[src/rtl/reg_file_2r1w.sv]
// Two-read, one-write register file with write-through bypass, an
// unbypassed debug read port and a committed-write counter.
module reg_file_2r1w #(
  parameter int unsigned DATA_W = 32,
  parameter int unsigned NREG   = 32
) (
  input  logic              clk,
  input  logic              rst_n,
  input  logic              wr_en,
  input  logic [4:0]        wr_addr,
  input  logic [DATA_W-1:0] wr_data,
  input  logic [4:0]        rd_addr1,
  input  logic [4:0]        rd_addr2,
  output logic [DATA_W-1:0] rd_data1,
  output logic [DATA_W-1:0] rd_data2,
  input  logic [4:0]        dbg_addr,
  output logic [DATA_W-1:0] dbg_data,
  output logic [15:0]       wr_count
);

  localparam int unsigned CNT_W = 16;

  logic [DATA_W-1:0] regs [NREG];
  logic              wr_commit_c;

  // A write only takes effect when enabled and not aimed at the hardwired zero register.
  always_comb begin
    wr_commit_c = 1'b0;
    if (wr_en && (wr_addr != 5'd0)) begin
      wr_commit_c = 1'b1;
    end
  end

  // Storage array; reset clears every entry so reads during reset return zero.
  always_ff @(posedge clk or negedge rst_n) begin
    if (!rst_n) begin
      for (int unsigned i = 0; i < NREG; i++) begin
        regs[i] <= '0;
      end
    end else if (wr_commit_c) begin
      regs[wr_addr] <= wr_data;
    end
  end

  // Committed-write counter; wraps naturally at its width.
  always_ff @(posedge clk or negedge rst_n) begin
    if (!rst_n) begin
      wr_count <= '0;
    end else if (wr_commit_c) begin
      wr_count <= wr_count + CNT_W'(1);
    end
  end

  // Read port 1: zero register, then same-cycle bypass, then storage.
  always_comb begin
    rd_data1 = '0;
    if (rd_addr1 == 5'd0) begin
      rd_data1 = '0;
    end else if (wr_commit_c && (rd_addr1 == wr_addr)) begin
      rd_data1 = wr_data;
    end else begin
      rd_data1 = regs[rd_addr1];
    end
  end

  // Read port 2: same priority as port 1, evaluated independently.
  always_comb begin
    rd_data2 = '0;
    if (rd_addr2 == 5'd0) begin
      rd_data2 = '0;
    end else if (wr_commit_c && (rd_addr2 == wr_addr)) begin
      rd_data2 = wr_data;
    end else begin
      rd_data2 = regs[rd_addr2];
    end
  end

  // Debug port shows committed storage only, never the in-flight write.
  always_comb begin
    dbg_data = '0;
    if (dbg_addr != 5'd0) begin
      dbg_data = regs[dbg_addr];
    end
  end

endmodule
[config.mk]
export PLATFORM = sky130hd
export DESIGN_NAME = reg_file_2r1w
export DESIGN_NICKNAME = d
export VERILOG_FILES = /design/src/rtl/reg_file_2r1w.sv
export SDC_FILE = /design/constraint.sdc
export NUM_CORES = 2
export LEC_CHECK = 0
export BUFFER_PORTS_ARGS = -buffer_cell sky130_fd_sc_hd__clkbuf_2
export CAP_MARGIN = 20
export CORE_MARGIN = 1
export CORE_UTILIZATION = 58
export CTS_CLUSTER_SIZE = 14
export DETAILED_ROUTE_END_ITERATION = 12
export PLACE_DENSITY_LB_ADDON = 0.05
export SLEW_MARGIN = 30
export SYNTH_ARGS = -nofsm -noshare
export SYNTH_HDL_FRONTEND = slang
export SYNTH_SLANG_ARGS = --single-unit
export TNS_END_PERCENT = 1
[constraint.sdc]
create_clock -name clk -period 2.8 [get_ports clk]
set_input_delay 0.56 -clock clk [delete_from_list [all_inputs] [get_ports clk]]
set_output_delay 0.56 -clock clk [all_outputs]
set_load 0.005 [all_outputs]
* Word-level counts from Yosys, hierarchy flattened *
Index checks and enable logic that the tools add are counted.

word-level totals
  input bits = 55
  flip-flop bits (word level) = 1040
  output and inout bits = 112
  word-level logic and storage cells = 71

cells by class
  muxes and demuxes = 18
  bitwise gates (word level) = 4
  add/sub/neg operators = 1
  magnitude comparators = 5
  equal/unequal tests = 2
  reduce and logical (&&, ||, !) cells = 8

operators by type and width
  kind                   number
  $bwmux 1024            1
  $bmux 32 s5            3
  $mux 32                12
  $demux 32 s5           1
  $ge 6x6->1 const B     4
  $not 5->6              4
  $add 16x1->16 const B  1
  $eq 5x5->1             2
  $logic_not 5->1        2
  $reduce_bool 5->1      2
  $lt 6x1->1 const B     1
  $logic_and 1x1->1      4
  $mux 1                 1

* Longest topological paths before layout *
  depth in word-level cells = 6
  mapped depth = 9
  mapped depth without buffers = 5

* Worst setup path before layout *
OpenSTA, ideal clock, no wires.

  path kind = input -> output
  start = in dbg_addr[0]
  end = out dbg_data[17]
  stages = 7
  path slack = -0.129 ns
  arrival = 2.369 ns
  path through = clkbuf_1 > clkbuf_1 > buf_2 > mux4_2 > mux4_2 > nand2_1 > o21ai_1

between the ends
  word-level cells in the longest chain between the ends = 5
  elaborated cells on any way between the ends = 6
  classes of those cells = mux: 4; bitwise: 1; reduce/logical: 1

ends and longest elaborated chain
  what                                         RTL line  text
  start: declaration                           16        input logic [4:0] dbg_addr,
  $not 5->6 (implied by the code)              82        dbg_data = regs[dbg_addr];
  $bmux 32 s5                                  82
  $mux 32 (implied by the code) (2 in series)  82
  $mux 32 *                                    81        if (dbg_addr != 5'd0) begin
  end: declaration                             17        output logic [DATA_W-1:0] dbg_data,

Mark *: on every way between the ends. The rest lies on a longest branch, timed or not. The select of a mux whose other input is x is not followed.

* Worst setup path after layout *
  start = reg regs[524] (netlist name)
  end = out rd_data2[12]

between the ends
  word-level cells in the longest chain between the ends = 5

ends and longest elaborated chain
  what                                         RTL line  text
  start: declaration                           23        logic [DATA_W-1:0] regs [NREG];
  start signal: indexed assignment             41        regs[wr_addr] <= wr_data;
  $bmux 32 s5                                  74        rd_data2 = regs[rd_addr2];
  $mux 32 (implied by the code) (2 in series)  74
  $mux 32                                      71        end else if (wr_commit_c && (rd_addr2 == wr_addr)) begin
  $mux 32                                      69        if (rd_addr2 == 5'd0) begin
  end: declaration                             15        output logic [DATA_W-1:0] rd_data2,

No other way between the ends. The select of a mux whose other input is x is not followed.

==> impl_summary.log <==
INFO  metric synthMostInstantiatedCell = dfrtp_1
INFO  metric cp_cell_sequence = mux4_2 > mux4_2 > nand2b_4 > a21oi_4 > nor2_4 > clkbuf_2
INFO  metric placed_cells_incl_taps = 5937
INFO  metric worstPathMaxFanout = 4
INFO  metric hold_depth = 2
INFO  metric die_x = 332 microns
INFO  metric drt-total-wl = 236000 microns
INFO  metric clock_latency = 0.73 ns
INFO  metric routed_vias = 46700
INFO  metric synthArstFlopShare = 100%
INFO  metric ff2ff_path_depth = 6
INFO  metric die_area = 111000 sq um
INFO  metric avg_cell_area_syn = roughly 15 sq um
INFO  metric p_leak = 0.0326 uW
INFO  metric critical-path-top-cell-by-count = mux4_2
INFO  metric tritoncts = done
INFO  metric final-hold-violation-count = 0
INFO  metric chipHeight = 332 microns
INFO  metric critical_path.max_stage_delay = 0.53 ns
INFO  metric numCtsBuffers = 113
INFO  metric initial_antenna_violation_count = 11
INFO  metric worstMarginPinSlew = around 0.7 ns
INFO  metric syn_nets = ~4300
INFO  metric max_freq = 309 MHz
INFO  metric drt_iter0_markers = 6032
INFO  metric critical-path-slowest-cell = mux4_2
INFO  metric overflow = 0
INFO  metric finalClockSkew = around 0.011 ns
INFO  metric drt_pass1_iterations = 6
INFO  metric cts-root-to-sink-buffers = 3
INFO  metric wl_per_cell = 38.2 microns
INFO  metric max-cap-violations = 0
INFO  metric ioPinCount = 167
INFO  metric final_layout_size_suffix_gt1_share = 60.6%
INFO  metric remaining_drc_errors = 0
INFO  metric synth-warning-count = 0
INFO  metric ys_types = 59
INFO  metric run_status = complete, but fails checks
INFO  metric portBuffers = between 150 and 200
INFO  metric critPathCaptureType = output port
INFO  metric yosys_most_used_dff = dfrtp_1
INFO  metric clkSlewWorstSetupHoldPaths = around 0.060 ns
INFO  metric worst_setup_path_start_kind = flop
INFO  metric critical_path.top_delay_family = multiplexers
INFO  metric post-dp-hpwl = 157000 microns
INFO  metric layout_setup_ws = -0.436 ns
INFO  metric worstPathBufferInverterCount = 1
INFO  metric grt_pass1_vias = 46600
INFO  metric synth_top_cell_area_share = 41.1%
INFO  metric power-per-cell-area = 652 nW/um^2
INFO  metric wire_length_of_the_first_global_routing_pass = about 340000 microns
INFO  metric core_area = 108000 sq um
INFO  metric final-instance-count-excl-fill = 6175
INFO  metric critPathRequiredTime = ~2.2 ns
INFO  metric grt_use_total = 43.1%
INFO  metric timing.final.max_slew_violations = 0
INFO  metric worstPathArrival = 2.68 ns
INFO  metric clock_sinks = 1040
INFO  metric fill_cells = 7189
INFO  metric synth_cells = around 4300
INFO  metric violations_in_the_final_reports = setup timing
INFO  metric htree_num_levels = 3
INFO  metric hold_slack = roughly 0.19 ns
INFO  metric netlist_top_cells_count = 1040 x dfrtp_1, 969 x mux2_2, 772 x mux4_2
INFO  metric yosys-top-cells-area = dfrtp_1 41%, mux4_2 27%, mux2_2 17%
INFO  metric mappedNetlistArea = 63300 sq um
INFO  metric dpl_cell_area = approximately 71000 sq um
INFO  metric ant_nets = 0
INFO  metric synth_edf_count = 0
INFO  metric grt_start_max_net_pins = 88
INFO  metric period_needed = about 3.2 ns
INFO  metric row_count = 120
INFO  metric yosys_register_bits = about 1000
INFO  metric area_growth = 20.0%
INFO  metric criticalPathCategory = flop to output port
INFO  metric total_power = 49600 uW
INFO  metric setup_viol_count_final = 96
INFO  metric worstSetupPathDepth = 6
INFO  metric largest_area_contributor_in_the_netlist = dfrtp_1
INFO  metric rsz0062_at_grt = true
INFO  metric finish.instance_area = 76000 sq um
INFO  metric synth_seq_area_share = 41.1%
INFO  metric worst_ir_drop_vdd = 0.547 mV
INFO  metric worst_hold_path_type = input pin to flop
INFO  metric route.detailed.vias_per_inst = 7.56
INFO  metric start_util = 58.8%
INFO  metric finalCritPeriodShare = 116%
INFO  metric gp_congestion = between 0.9 and 1
INFO  metric clk_root_buffer_cell = clkbuf_16
INFO  metric worst_slew_margin_rel = 51.9%
INFO  metric finish.net_count = around 4700
## worst reg2reg max path, cell delays in order (launching register included)
cell,delay [ns]
dfrtp_1,0.43
nand3_1,0.14
a2111oi_1,0.38
buf_4,0.22
nor2b_1,0.26
nand3_1,0.15
xnor2_1,0.14
## cells in the final DEF (no fill, tap or decap), drive strengths merged, types with 40 or more instances in the layout
cell type,n
nand2,178
inv,45
a21oi,63
o21ai,74
a22oi,77
buf,621
a221oi,61
nand2b,40
dfrtp,1040
mux4,772
mux2i,148
mux2,969
clkbuf,320
## worst paths after layout
path,slack (ns),end,start
worst max-delay path,-0.44,rd_data2[12],regs[524]
worst min-delay path,0.19,regs[584],wr_data[8]
worst max register to register,0.98,wr_count[15],wr_count[0]
worst min register to register,0.42,regs[1000],regs[1000]
max in group asynchronous,1.42,regs[978],rst_n
min in group asynchronous,0.38,wr_count[15],rst_n
## where the power goes
| part | switching, uW | internal [uW] | leakage (uW) | total (uW) |
|---|---|---|---|---|
| Clock | 6550 | 9000 | 0.00189 | 15600 |
| Combinational | 5310 | 7870 | 0.0174 | 13200 |
| Sequential | 2950 | 17900 | 0.0133 | 20800 |
## cells by family (layout without fill, tap and decap cells)
kind of cell / count (synthesis) / after routing / share of synthesized area [%]
adder cells (fa/ha/maj): 1 / 1 / 0.0197
other: 0 / 4 / 0
AND/OR/NAND/NOR: 338 / 338 / 2.51
buffers and inverters: 550 / 1026 / 3.75
flip-flops: 1040 / 1040 / 41.1
multiplexers: 1889 / 1889 / 47.0
XOR/XNOR: 25 / 25 / 0.358
AO/OA/AOI/OAI: 449 / 449 / 5.26
## metrics by stage
| step | setup slack [ns] | util, % | TNS, ns |
|---|---|---|---|
| detailed placement | -0.748 | 65.9 | -36.17 |
| CTS | -0.462 | 70.2 | -29.61 |
| global placement | -0.861 | 65.9 | -40.48 |
| global route | -0.490 | 70.6 | -33.15 |
| finish | -0.436 | 70.6 | -29.40 |
| floorplan | -0.0267 | - | -0.942 |
## area by class of cell
class	instances	area, sq um	area share [%]
clock inverters	42	482	0.634
repair buffers	775	8280	10.9
multi-input cells	2702	35900	47.3
inverters	42	161	0.212
diodes	4	10.0	0.0132
flip-flops and latches	1040	26000	34.2
clock buffers	167	3350	4.41
well taps	1403	1760	2.31
## state kept, by name, indices dropped and copies added (netlist names)
name	flops
wr_count	16
regs	1024
## layer usage
metal,routed length (microns),up-vias,global-route usage (%)
met4,13700,14,20.2
met1,87300,24700,58.5
met2,105000,3316,63.2
met3,30300,782,14.1
li1,-,17900,-
met5,92,-,0
## timing repair
item,4_1_cts,5_1_grt
endpoints found under the setup margin,96,96
pin swaps,39,25
gates cloned,1,2
gates resized for setup,126,78
hold buffers,1,0
buffers inserted,20,3
hold endpoints to repair,25,0
(Power assumes the default switching activity.)
